$ cat config.mk
export PLATFORM = sky130hd
export DESIGN_NAME = control_unit
export DESIGN_NICKNAME = d
export VERILOG_FILES = /design/src/rtl/control_unit.sv
export SDC_FILE = /design/constraint.sdc
export NUM_CORES = 1
export LEC_CHECK = 0
export CAP_MARGIN = 20
export CORE_MARGIN = 5
export CORE_UTILIZATION = 70
export CTS_BUF_LIST = sky130_fd_sc_hd__clkbuf_8
export DETAILED_ROUTE_END_ITERATION = 16
export DONT_BUFFER_PORTS = 1
export GPL_ROUTABILITY_DRIVEN = 0
export PLACE_DENSITY = 0.86
export RECOVER_POWER = 25
export SETUP_SLACK_MARGIN = 0.15
export SYNTH_ARGS = -nofsm -noshare
export SYNTH_HDL_FRONTEND = slang
export SYNTH_SLANG_ARGS = --single-unit
$ cat constraint.sdc
create_clock -name clk -period 4.25 [get_ports clk]
set_input_delay 0.425 -clock clk [delete_from_list [all_inputs] [get_ports clk]]
set_output_delay 0.425 -clock clk [all_outputs]
set_load 0.05 [all_outputs]
$ cat src/rtl/control_unit.sv
// HRM CPU instruction sequencer: fetch/decode/execute FSM that drives every
// datapath strobe and counts retired instructions.
module control_unit (
    input  logic        clk,
    input  logic        rstn,
    input  logic [3:0]  ir_op,
    input  logic        R_zero,
    input  logic        R_neg,
    input  logic        inbox_empty,
    input  logic        outbox_full,
    output logic        wIR,
    output logic [1:0]  muxR,
    output logic        wR,
    output logic [1:0]  alu_op,
    output logic        wM,
    output logic        pc_inc,
    output logic        pc_jmp,
    output logic        rInbox,
    output logic        wOutbox,
    output logic        halted,
    output logic [15:0] icount
);

    localparam logic [2:0] ST_FETCH  = 3'd0;
    localparam logic [2:0] ST_DECODE = 3'd1;
    localparam logic [2:0] ST_EXEC   = 3'd2;
    localparam logic [2:0] ST_MEMRD  = 3'd3;
    localparam logic [2:0] ST_WB     = 3'd4;
    localparam logic [2:0] ST_HALT   = 3'd5;

    localparam logic [3:0] OP_INBOX    = 4'h0;
    localparam logic [3:0] OP_OUTBOX   = 4'h1;
    localparam logic [3:0] OP_COPYFROM = 4'h2;
    localparam logic [3:0] OP_COPYTO   = 4'h3;
    localparam logic [3:0] OP_ADD      = 4'h4;
    localparam logic [3:0] OP_SUB      = 4'h5;
    localparam logic [3:0] OP_BUMPUP   = 4'h6;
    localparam logic [3:0] OP_BUMPDN   = 4'h7;
    localparam logic [3:0] OP_JUMP     = 4'h8;
    localparam logic [3:0] OP_JUMPZ    = 4'h9;
    localparam logic [3:0] OP_JUMPN    = 4'hA;

    localparam logic [1:0] MUX_INBOX = 2'b00;
    localparam logic [1:0] MUX_MEM   = 2'b01;
    localparam logic [1:0] MUX_ALU   = 2'b10;

    logic [2:0]  state_q, state_d;
    logic [15:0] icount_q, icount_d;

    // Next-state and strobe decode; outputs follow state, opcode and status.
    always_comb begin
        state_d = state_q;
        wIR     = 1'b0;
        muxR    = 2'b00;
        wR      = 1'b0;
        alu_op  = 2'b00;
        wM      = 1'b0;
        pc_inc  = 1'b0;
        pc_jmp  = 1'b0;
        rInbox  = 1'b0;
        wOutbox = 1'b0;
        halted  = 1'b0;
        case (state_q)
            ST_FETCH: state_d = ST_DECODE;
            ST_DECODE: begin
                wIR     = 1'b1;
                state_d = ST_EXEC;
            end
            ST_EXEC: begin
                case (ir_op)
                    OP_INBOX: begin
                        if (!inbox_empty) begin
                            muxR    = MUX_INBOX;
                            wR      = 1'b1;
                            rInbox  = 1'b1;
                            pc_inc  = 1'b1;
                            state_d = ST_FETCH;
                        end else begin
                            state_d = ST_EXEC;
                        end
                    end
                    OP_OUTBOX: begin
                        if (!outbox_full) begin
                            wOutbox = 1'b1;
                            pc_inc  = 1'b1;
                            state_d = ST_FETCH;
                        end else begin
                            state_d = ST_EXEC;
                        end
                    end
                    OP_COPYTO: begin
                        wM      = 1'b1;
                        pc_inc  = 1'b1;
                        state_d = ST_FETCH;
                    end
                    OP_COPYFROM, OP_ADD, OP_SUB, OP_BUMPUP, OP_BUMPDN: state_d = ST_MEMRD;
                    OP_JUMP: begin
                        pc_jmp  = 1'b1;
                        state_d = ST_FETCH;
                    end
                    OP_JUMPZ: begin
                        if (R_zero) begin
                            pc_jmp = 1'b1;
                        end else begin
                            pc_inc = 1'b1;
                        end
                        state_d = ST_FETCH;
                    end
                    OP_JUMPN: begin
                        if (R_neg) begin
                            pc_jmp = 1'b1;
                        end else begin
                            pc_inc = 1'b1;
                        end
                        state_d = ST_FETCH;
                    end
                    default: state_d = ST_HALT;
                endcase
            end
            ST_MEMRD: begin
                case (ir_op)
                    OP_COPYFROM: begin
                        muxR    = MUX_MEM;
                        wR      = 1'b1;
                        pc_inc  = 1'b1;
                        state_d = ST_FETCH;
                    end
                    OP_ADD, OP_SUB: begin
                        alu_op  = (ir_op == OP_SUB) ? 2'b01 : 2'b00;
                        muxR    = MUX_ALU;
                        wR      = 1'b1;
                        pc_inc  = 1'b1;
                        state_d = ST_FETCH;
                    end
                    OP_BUMPUP, OP_BUMPDN: begin
                        alu_op  = (ir_op == OP_BUMPDN) ? 2'b11 : 2'b10;
                        muxR    = MUX_ALU;
                        wR      = 1'b1;
                        state_d = ST_WB;
                    end
                    // The opcode cannot change mid-instruction; anything else is a fault.
                    default: state_d = ST_HALT;
                endcase
            end
            ST_WB: begin
                wM      = 1'b1;
                pc_inc  = 1'b1;
                state_d = ST_FETCH;
            end
            ST_HALT: begin
                halted  = 1'b1;
                state_d = ST_HALT;
            end
            default: state_d = ST_HALT;
        endcase
    end

    // One retirement per PC update pulse; wraps naturally at 16 bits.
    always_comb begin
        if (pc_inc || pc_jmp) begin
            icount_d = icount_q + 16'd1;
        end else begin
            icount_d = icount_q;
        end
    end

    assign icount = icount_q;

    // State and retired-instruction counter registers.
    always_ff @(posedge clk or negedge rstn) begin
        if (!rstn) begin
            state_q  <= ST_FETCH;
            icount_q <= 16'd0;
        end else begin
            state_q  <= state_d;
            icount_q <= icount_d;
        end
    end

endmodule

# == Word-level counts from Yosys, hierarchy flattened ==
# Index checks and enable logic that the tools add are counted.
# word_totals
register_bits,19
in_bits,10
output_inout_bits,28
elab_cells,59
# classes
add_sub_neg,1
eq_ne,15
mux,32
reduce_logical,9
# ops
operator,n
$mux 1,18
$add 16x1->16 const B,1
$eq 4x3->1 const B,4
$pmux 3 s5,1
$eq 4x4->1 const B,3
$pmux 3 s4,1
$eq 4x2->1 const B,2
$mux 2,4
$pmux 2 s2,2
$reduce_or 4->1,2
$eq 3x2->1 const B,2
$eq 3x3->1 const B,2
$pmux 1 s3,2
$pmux 3 s2,1
$pmux 1 s5,1
$reduce_or 5->1,1
$eq 4x1->1 const B,1
$logic_not 4->1,1
$pmux 1 s2,2
$reduce_or 2->1,2
$eq 3x1->1 const B,1
$logic_not 3->1,1
$reduce_or 3->1,1
$logic_or 1x1->1,1

# == Longest topological paths before layout ==
# Gate-level depths: netlist of run 1.
# logic_depth
word_depth,5
ltp_mapped,7
ltp_nobuf,6

# == Worst setup path after synthesis of run 1 ==
# Ideal clock, no wire load.
# synth_timing
kind,input to output
startpoint,input port ir_op[3]
endpoint,output port pc_inc
arrival_time_ps,2250
required_time_ps,3825
slack_ps,1575
cell_stages,5
path_buffers,2
cell_sequence,buf_4 nand2b_1 o41ai_2 a211o_4 buf_6
# synth_between
elab_chain_len,4
elab_cells_between_ends,12
classes_between,eq/ne (7); mux (3); reduce/logical (2)
# synth_lines
item,line,text
from (decl),6,"input logic [3:0] ir_op,"
$eq 4x3->1 or $eq 4x2->1 (tied branches),121,case (ir_op)
$reduce_or 3->1 (no line),n/a,
$mux 1,121,
$pmux 1 s3 (*),63,case (state_q)
to (decl),16,"output logic pc_inc,"
# Every way passes the cells marked *; elsewhere a longest branch is shown, timed or not.

# == Worst setup path after layout of run 1 ==
# layout_timing
startpoint,register state_q[2]
endpoint,output port alu_op[1]
# layout_between
elab_chain_len,2
# layout_lines
item,line,text
from (decl),47,"logic [2:0] state_q, state_d;"
from (signal assigned),175,state_q <= state_d;
$eq 3x2->1,63,
$mux 2,63,
to (decl),14,"output logic [1:0] alu_op,"
# No other way between the ends.

==> impl_results.md, run 1 <==
* Count leader, synth: dfrtp_1
* Post-CTS Resized at 0
* P per Cell Area at 566 nW/µm²
* Hold_sp: ir_op[3]
* Worst hold path class: input port to flip-flop
* IO Port Bufs at 0
* DIE HEIGHT at 52.5 µm
* Crit Path Category: flip-flop to output port
* Hold EP: state_q[1]
* Post-synthesis mux area share at 0.0168
* Worst hold path depth at 3
* Worst-path clk slew at 60 ps
* FF-to-FF Start: state_q[2]
* Leading post-synthesis cells by cell area: dfrtp_1 38%, xnor2_1 10%, o2111ai_1 2.8%
* Slew at the pin with the worst max-slew slack at 1000 ps
* Register area at 475 µm²
* Total GRT Usage at 0.214
* Leakage at 0.000548 µW
* Clock Path Buffers at 2
* Ant. Diodes at 0
* Outcome: finished clean
* CTS root buffer: clkbuf_8
* Initial core utilization at 0.732
* Nets at 142
* Grt total ovfl at 0
* Total Wirelength at 2.53 mm
* Initial antenna violation count at 0
* Bufs and invs on worst path at 0
* Rows at 15
* Vias in the first global route at 1,015
* First-pass GRT wire length at 4.47 mm
* Slew Viols, Final at 0
* MaxCap Viol Count at 0
* Synthesized area at 1260 µm²
* Synth top cells by count: 19 x dfrtp_1, 15 x xnor2_1, 9 x nor2_1
* Fmax at 400 MHz
* Multi-input combinational cell area at 726 µm²
* Clk_skew at 5.04 ps
* Share of flip-flops with an asynchronous set or reset at 1.00
* Remaining antenna violation count at 0
* Crit-path max FO at 11
* Starting DRC count in detailed routing at 17
* Placed cells at 150
* Fillers at 126
* Reg2Reg Depth at 6
* Drt wl/cell at 16.3 µm
* Worst Slack Setup Final at 1750 ps
* CTS tree: yes
* Setup violators final at 0
* CP delay by family, top: simple AND/OR/NAND/NOR gates
* Synth Net Count at 141
* Synth Area in XOR/XNOR at 0.104
* Largest family of logic cells by synthesized area: compound AO/OA/AOI/OAI gates
* Period utilization at 0.588
* Required time worst endpoint at 3830 ps
* Unrepaired setup endpoints after global routing: no
* Setup Slack @ Placement at 1890 ps
* Via count at 975
* Clk sink count at 19
* Number of enable flip-flop cells after synthesis at 0
* TNS Setup at 0 ps
* Slowest CP cell: nor4bb_1
* Largest area contributor in the netlist: dfrtp_1
* Most used DFF post-synth: dfrtp_1
* Sequential element share of the synthesized area at 0.376
* Final Hold Fails at 0
* Worst R2R End: icount[1]
* TritonCTS Buffers at 3
* Post-DP HPWL at 1.90 mm
* Die width at 52.5 µm
* Critical path's largest stage delay at 700 ps
* DRT Pass-1 Iters at 4
* IO Count at 38
* Post-layout min period at 2500 ps
* Critical Path Sink Type: output port
* Synth Area per Inst at 9.72 µm²
* Hold buffer count at CTS at 1
* Vias per Instance at 6.29
* #FFs+latches synth at 19
* Worst R2R Setup Slack at 1900 ps
* Drt drc at 0
* Post-Route Utilization at 0.770
* Post-synth top area share at 0.376
* Simple-Gate Fraction of Synth Area at 0.216
* H-tree Lvls at 1
* Cell variety after synth at 43
* Clk_lat worst skew at 250 ps
* Full die area at 2760 µm²
* Arrival time at the worst endpoint at 2070 ps
* Area growth from synthesis to layout at 5.25%
* Area of the core at 1730 µm²
* Post-Synth Adder-Cell Area at 0.00990
* Number of synthesis warnings at 0
* Crit start category: flip-flop
* Relative max-transition margin at 0.332
* Layout cells sized above 1 at 0.123
* Non-filler cells, final at 155
* Crit path cell chain: nor4bb_1 -> and3_1
* Post-CTS Setup Bufs at 0
* Post-synthesis instance total at 130
* Peak VDD IR at 463 µV
* Largest net degree at the start of global routing at 20
* Compound-Gate Fraction of Synth Area at 0.225
## metrics by stage
stage / hold WS [ps] / total power (µW) / instance area [µm²]
2_1_floorplan: 129 / 610 / 1260
3_3_place_gp: 130 / 629 / 1280
3_5_place_dp: 130 / 640 / 1280
4_1_cts: 366 / 767 / 1340
5_1_grt: 422 / 802 / 1330
6_report: 370 / 753 / 1330
## worst max-delay path by stage
stage,startpoint,end,slack (ps),cells past startpoint
finish,state_q[2],alu_op[1],1750,2
global route,state_q[2],alu_op[1],1600,2
CTS,state_q[2],alu_op[1],1760,2
detailed placement,state_q[2],icount[1],1890,6
global placement,state_q[2],icount[1],1980,6
floorplan,ir_op[3],pc_inc,1570,5
## sequential cells by signal, indices dropped and copies added, names as in the netlist
signal	flops
icount	16
state_q	3
## cell families after synthesis
| logic type | Yosys count |
|---|---|
| XOR/XNOR | 15 |
| AO/OA/AOI/OAI | 36 |
| flip-flops | 19 |
| multiplexers | 2 |
| buffers and inverters | 13 |
| adder cells (fa/ha/maj) | 1 |
| AND/OR/NAND/NOR | 44 |
## worst register-to-register path: stages (launching register included)
cell,delay [ps]
dfrtp_1,620
or3b_2,530
o41ai_2,70
buf_4,260
a211o_4,310
nor2_1,140
mux2_1,320
## metal layers
metal | up-vias | routed length, µm | part of all wire | GRT usage
met5 | - | 0 | 0 | 0
met4 | 0 | 13 | 0.0051 | 0.0383
met3 | 2 | 222 | 0.088 | 0.0741
met2 | 33 | 1260 | 0.50 | 0.374
met1 | 468 | 1030 | 0.41 | 0.253
li1 | 472 | - | - | -
## power breakdown
| group | switching [µW] | leakage (µW) | internal [µW] |
|---|---|---|---|
| Combinational | 164 | 0.000274 | 89.0 |
| Clock | 53.7 | 0.0000255 | 64.9 |
| Sequential | 162 | 0.000249 | 218 |
## layout make-up
cell class	count	share of cell area
Clock buffer	3	0.0310
Timing Repair Buffer	4	0.0245
Tap cell	25	0.0235
Clock inverter	1	0.00376
Inverter	5	0.0141
Multi-Input combinational cell	98	0.546
Sequential cell	19	0.357
## cell usage in the layout, fill, tap and decap left out, types with 2 or more instances in the layout
| cell | Yosys | layout |
|---|---|---|
| dfrtp_1 | 19 | 19 |
| xnor2_1 | 15 | 15 |
| nor2_1 | 9 | 9 |
| o21ai_1 | 6 | 6 |
| inv_1 | 5 | 5 |
| a21oi_1 | 5 | 5 |
| o21ai_0 | 5 | 5 |
| nand2b_1 | 3 | 4 |
| nor3_1 | 4 | 4 |
| o2111ai_1 | 4 | 4 |
| nor2b_1 | 3 | 3 |
| o21bai_1 | 3 | 3 |
| and3_1 | 3 | 3 |
| nand2_1 | 3 | 3 |
| nand3_1 | 3 | 3 |
| and4_1 | 3 | 3 |
| clkbuf_8 | 0 | 3 |
| buf_4 | 2 | 3 |
| o21a_1 | 2 | 2 |
| a211oi_1 | 2 | 2 |
| and2_1 | 2 | 2 |
| nand4_1 | 2 | 2 |
| o211ai_2 | 2 | 2 |
(Power assumes the default switching activity.)
==> run 2, diff against run 1 <==
--- a/config.mk
+++ b/config.mk
@@ -7,12 +7,12 @@
 export LEC_CHECK = 0
 export CAP_MARGIN = 20
 export CORE_MARGIN = 5
-export CORE_UTILIZATION = 70
+export CORE_UTILIZATION = 65
 export CTS_BUF_LIST = sky130_fd_sc_hd__clkbuf_8
 export DETAILED_ROUTE_END_ITERATION = 16
 export DONT_BUFFER_PORTS = 1
 export GPL_ROUTABILITY_DRIVEN = 0
-export PLACE_DENSITY = 0.86
+export PLACE_DENSITY = 0.81
 export RECOVER_POWER = 25
 export SETUP_SLACK_MARGIN = 0.15
 export SYNTH_ARGS = -nofsm -noshare
==> constraint.sdc (replaced) <==
create_clock -name clk -period 2.4 [get_ports clk]
set_input_delay 0.24 -clock clk [delete_from_list [all_inputs] [get_ports clk]]
set_output_delay 0.24 -clock clk [all_outputs]
set_load 0.05 [all_outputs]
==> run 2 against run 1 <==
Against the previous run: clock power rose by 82%; final cell count rose by 14%; die area rose by 6.2%; register-to-register slack got worse by 1600 ps; clock skew rose by 2.5 ps; worst hold slack got worse by 150 ps; highest routed layer unchanged; largest cell class unchanged.
==> impl_results.md, run 2 (synthesized netlist as in run 1, its figures left out) <==
* Vias in the first global route at 1,036 (+2.1%)
* Worst-path clk slew at 60 ps (about the same)
* Multi-input combinational cell area at 744 µm² (+2.6%)
* Post-layout min period at 2180 ps
* Post-DP Area at 1450 µm² (+13%)
* Clk sink count at 19 (unchanged)
* Drt wl/cell at 16.5 µm (+0.93%)
* Clk_lat worst skew at 260 ps (about the same)
* Ant. Diodes at 0 (unchanged)
* Starting DRC count in detailed routing at 24 (+7)
* Most common cell after layout, fill and taps aside: dfrtp_1
* Area growth from synthesis to layout at 15.7%
* Final Hold Fails at 0 (unchanged)
* Total GRT Usage at 0.213 (-0.00115)
* Setup Slack @ Placement at 429 ps (-1460 ps)
* Peak VDD IR at 757 µV (+64%)
* Relative max-transition margin at 0.434 (+0.103)
* DRT Pass-1 Iters at 5 (+1)
* Slew Viols, Final at 0 (unchanged)
* Worst hold path class: input port to flip-flop
* Vias per Instance at 6.04 (-4.0%)
* Clock power frac at 0.147 (-0.011)
* Fmax at 459 MHz
* Switch share at 0.493 (-0.0126)
* Leakage at 0.000632 µW (+15%)
* Arrival time at the worst endpoint at 1940 ps (-130 ps)
* Required time worst endpoint at 2160 ps (-1670 ps)
* Layout cells sized above 1 at 0.167 (+0.0436)
* IO Port Bufs at 0 (unchanged)
* Full die area at 2930 µm² (+6.2%)
* Slew at the pin with the worst max-slew slack at 846 ps (-155 ps)
* P per Cell Area at 1000 nW/µm² (+77%)
* DIE HEIGHT at 54.1 µm (+3.0%)
* Total Wirelength at 2.92 mm (+15%)
* Sw Pwr at 724 µW (+90%)
* Via count at 1,069 (+9.6%)
* Grt total ovfl at 0 (unchanged)
* Register area at 475 µm² (unchanged)
* Unrepaired setup endpoints after global routing: no
* Crit Path Category: flip-flop to output port
* Rows at 16 (+1)
* Internal power at 745 µW (+100%)
* Post-route cell area at 1460 µm² (+10%)
* IO Count at 38 (unchanged)
* First-pass GRT wire length at 4.53 mm (+1.2%)
* Remaining antenna violation count at 0 (unchanged)
* Worst Slack Setup Final at 222 ps (-1530 ps)
* Comb power frac at 0.527 (+0.191)
* Crit start category: flip-flop
* Die width at 54.1 µm (+3.0%)
* Initial core utilization at 0.664 (-0.0674)
* CTS root buffer: clkbuf_8
* TNS Setup at 0 ps (unchanged)
* Outcome: finished clean
* Setup violators final at 0 (unchanged)
* Most frequent cells in the layout: 19 x dfrtp_1, 15 x xnor2_1, 11 x buf_4, 11 x clkbuf_1, 9 x nor2_1
* Total power draw at 1470 µW (+95%)
* Critical Path Sink Type: output port
* Clk_skew at 7.59 ps (+2.55 ps)
* MaxCap Viol Count at 0 (unchanged)
* Period utilization at 0.907
* CTS tree: yes
* Drt drc at 0 (unchanged)
* TritonCTS Buffers at 3 (unchanged)
* Max reg flops at 16 (unchanged)
* Area of the core at 1900 µm² (+10%)
* Sequential share of power at 0.326 (-0.180)
* H-tree Lvls at 1 (unchanged)
* Largest net degree at the start of global routing at 20 (unchanged)
* Initial antenna violation count at 0 (unchanged)
* Nets at 162 (+14%)
* Crit-path max FO at 16 (+5)
* Post-DP HPWL at 2.16 mm (+14%)
* Fillers at 141 (+12%)
* Clock Path Buffers at 2 (unchanged)
run 2: metal layers:
| metal | share of wire | vias up | wire length [µm] | GRT usage |
|---|---|---|---|---|
| met2 | 0.50 | 40 | 1470 | 0.369 |
| met5 | 0 | - | 0 | 0 |
| met4 | 0.0093 | 0 | 27 | 0.0830 |
| li1 | - | 511 | - | - |
| met3 | 0.070 | 3 | 203 | 0.0471 |
| met1 | 0.42 | 515 | 1210 | 0.254 |
run 2: path summary, 6_finish.rpt:
check	from	endpoint	slack (ps)	cells after the start
min	ir_op[3]	state_q[1]	220	3
max reg2reg	icount[3]	icount[12]	320	6
min reg2reg	icount[3]	icount[3]	510	1
min in group asynchronous	rstn	icount[7]	530	1
max in group asynchronous	rstn	state_q[2]	1340	1
max	state_q[0]	pc_jmp	220	5
run 2: metrics by stage:
| stage | std cells | hold WS, ps | utilization |
|---|---|---|---|
| finish | 177 | 216 | 0.769 |
| floorplan | 130 | -55.6 | - |
| global placement | 172 | -55.1 | 0.760 |
| detailed placement | 172 | -55.1 | 0.760 |
| CTS | 177 | 207 | 0.789 |
| global route | 177 | 264 | 0.769 |
run 2: power by group through the flow:
stage | registers, µW | logic [µW] | clock network [µW]
2_1_floorplan | 622 | 469 | 0
3_3_place_gp | 475 | 774 | 0
5_1_grt | 489 | 824 | 231
4_1_cts | 478 | 805 | 218
6_report | 479 | 774 | 216
3_5_place_dp | 482 | 794 | 0
run 2: cell type report:
type | instances | area share
Multi-Input combinational cell | 98 | 0.509
Sequential cell | 19 | 0.325
Timing Repair Buffer | 24 | 0.0992
Clock buffer | 3 | 0.0282
Tap cell | 27 | 0.0231
Inverter | 5 | 0.0128
Clock inverter | 1 | 0.00257
run 2: worst max-delay path, cell delays in order (launching register included):
cell and delay (ps):
dfrtp_1 470, nand2b_4 220, or3_1 380, nor3b_4 200, buf_6 190, buf_4 220
run 2: timing repair:
item | CTS | global route
setup endpoints to repair | 0 | 1
hold buffers | 1 | 0
resized for setup | 0 | 1
endpoints found under the hold margin | 19 | 0
setup buffers | 0 | 0
==> run 3, diff against run 2 <==
--- a/config.mk
+++ b/config.mk
@@ -12,7 +12,7 @@
 export DETAILED_ROUTE_END_ITERATION = 16
 export DONT_BUFFER_PORTS = 1
 export GPL_ROUTABILITY_DRIVEN = 0
-export PLACE_DENSITY = 0.81
+export PLACE_DENSITY = 0.79
 export RECOVER_POWER = 25
 export SETUP_SLACK_MARGIN = 0.15
 export SYNTH_ARGS = -nofsm -noshare
==> run 3 against run 2 <==
Against the previous run: count of clock-buffer cells in the layout unchanged; clock power increased by 3%; first-iteration DRC count increased by 8.3%; die area unchanged; worst setup slack got worse by 4.8 ps; power increased by 1.0%; critical path type unchanged; critical path depth unchanged; final cell count unchanged; via count increased by 0.47%.
==> impl_results.md, run 3 (synthesized netlist as in run 1, its figures left out) <==
* Layout cells sized above 1 at 0.173 (+0.00667)
* Crit-path max FO at 16 (unchanged)
* Critical Path Sink Type: output port
* Outcome: finished clean
* Worst R2R End: icount[12]
* Post-CTS Setup Bufs at 0 (unchanged)
* Fmax at 458 MHz (-0.22%)
* Relative max-transition margin at 0.418 (-0.0163)
* Worst hold path class: input port to flip-flop
* Most common cell after layout, fill and taps aside: dfrtp_1
* Period utilization at 0.909 (+0.00200)
* Clock Path Buffers at 2 (unchanged)
* Via count at 1,074 (+0.47%)
* TritonCTS Buffers at 3 (unchanged)
* Area of the core at 1900 µm² (unchanged)
* Most frequent cells in the layout: 18 x dfrtp_1, 15 x xnor2_1, 11 x buf_4, 11 x clkbuf_1, 9 x nor2_1
* Vias in the first global route at 1,126 (+8.7%)
* Ant. Diodes at 0 (unchanged)
* Post-DP HPWL at 2.16 mm (-0.23%)
* Slew Viols, Final at 0 (unchanged)
* Crit start category: flip-flop
* Worst R2R Setup Slack at 280 ps (-40 ps)
* Fin Hold WS at 200 ps (-15.5 ps)
* Slowest CP cell: dfrtp_1
* TNS Setup at 0 ps (unchanged)
* Setup violators final at 0 (unchanged)
* Vias per Instance at 6.07 (+0.47%)
* Leakage at 0.000631 µW (-0.21%)
* CP delay by family, top: simple AND/OR/NAND/NOR gates
* CTS root buffer: clkbuf_8
* Nets at 162 (unchanged)
* Total GRT Usage at 0.249 (+0.0358)
* Clk_skew at 10.9 ps (+3.32 ps)
* Bufs and invs on worst path at 2 (unchanged)
* Die width at 54.1 µm (unchanged)
* Area growth from synthesis to layout at 15.8% (about the same)
* Worst Slack Setup Final at 217 ps (-4.79 ps)
* Worst setup path endpoint: pc_jmp
* Worst-path clk slew at 70 ps (about the same)
* Arrival time at the worst endpoint at 1940 ps (about the same)
* Rows at 16 (unchanged)
* Worst hold path depth at 3 (unchanged)
* CTS tree: yes
* Final Hold Fails at 0 (unchanged)
* IO Count at 38 (unchanged)
* Max reg flops at 16 (unchanged)
* FF-to-FF Start: icount[3]
* Initial antenna violation count at 0 (unchanged)
* Met3 WL post-DR at 287 µm (+41%)
* Drt drc at 0 (unchanged)
* Required time worst endpoint at 2160 ps (about the same)
* Reg2Reg Depth at 6 (unchanged)
* Crit Path Category: flip-flop to output port
* Largest net degree at the start of global routing at 20 (unchanged)
* Critical path's largest stage delay at 470 ps (about the same)
* Starting DRC count in detailed routing at 26 (+8.3%)
* First-pass GRT wire length at 5.18 mm (+14%)
* Met2 routed WL at 1.59 mm (+7.7%)
* Uppermost layer routed: met4
* H-tree Lvls at 1 (unchanged)
* Grt total ovfl at 0 (unchanged)
* Setup Slack @ Placement at 396 ps (-33.7 ps)
* DRT Pass-1 Iters at 4 (-1)
* Crit path cell chain: nand2b_4 -> or3_1 -> nor3b_4 -> buf_6 -> buf_4
* MaxCap Viol Count at 0 (unchanged)
* IO Port Bufs at 0 (unchanged)
* CP Launch Point: state_q[0]
* Remaining antenna violation count at 0 (unchanged)
* Peak VDD IR at 907 µV (+20%)
* Post-layout min period at 2180 ps (+4.79 ps)
* DIE HEIGHT at 54.1 µm (unchanged)
* Slew at the pin with the worst max-slew slack at 870 ps (+24.3 ps)
* Clk_lat worst skew at 260 ps (about the same)
* Clk sink count at 19 (unchanged)
* P per Cell Area at 1010 nW/µm² (+0.92%)
* Full die area at 2930 µm² (unchanged)
* Initial core utilization at 0.664 (unchanged)
* Unrepaired setup endpoints after global routing: no
* Levels on crit path at 5 (unchanged)
* Total Wirelength at 3.06 mm (+4.8%)
* Drt wl/cell at 17.3 µm (+4.8%)
* M1 WL at 1.14 mm (-6.2%)
## run 3: cell counts in the layout (fill, tap and decap cells not counted)
Identical to the previous run, type by type.
## run 3: cell type report
| type | instances | area [µm²] |
|---|---|---|
| Tap cell | 27 | 33.8 |
| Clock inverter | 1 | 3.75 |
| Clock buffer | 3 | 41.3 |
| Sequential cell | 19 | 477 |
| Timing Repair Buffer | 24 | 145 |
| Fill cell | 143 | 438 |
| Multi-Input combinational cell | 98 | 744 |
| Inverter | 5 | 18.8 |
## run 3: worst min-delay path by stage
stage | startpoint | endpoint | slack, ps
global route | ir_op[3] | state_q[1] | 200
floorplan | rstn | icount[0] | -60
finish | ir_op[3] | state_q[1] | 200
global placement | rstn | icount[7] | -60
detailed placement | rstn | icount[5] | -60
CTS | ir_op[3] | state_q[1] | 190
## run 3: worst register-to-register path, stage by stage, from the launching register on
cell and delay [ps]:
dfrtp_1 430, clkbuf_1 550, nand4_1 260, nor2_1 300
and4_1 230, o21ai_1 80, xnor2_1 140
## run 3: repair_timing
action,CTS,global route
hold buffers,1,0
endpoints found under the setup margin,0,2
resized for setup,0,3
endpoints found under the hold margin,19,0
## run 3: metrics by stage
step	std cells	instance area, µm²	utilization	total power, µW
global route	177	1460	0.770	1560
CTS	177	1500	0.789	1500
detailed placement	172	1450	0.760	1280
floorplan	130	1270	-	1090
global placement	172	1450	0.760	1250
finish	177	1460	0.770	1480
## run 3: metal layers
metal	vias to the layer above	global-route usage
li1	513	-
met1	507	0.271
met2	48	0.444
met3	6	0.0665
met4	0	0.116
met5	-	0
## run 3: where the power goes
| part | total [µW] | internal (µW) | switching (µW) |
|---|---|---|---|
| Clock | 223 | 114 | 109 |
| Sequential | 497 | 393 | 105 |
| Combinational | 763 | 239 | 525 |
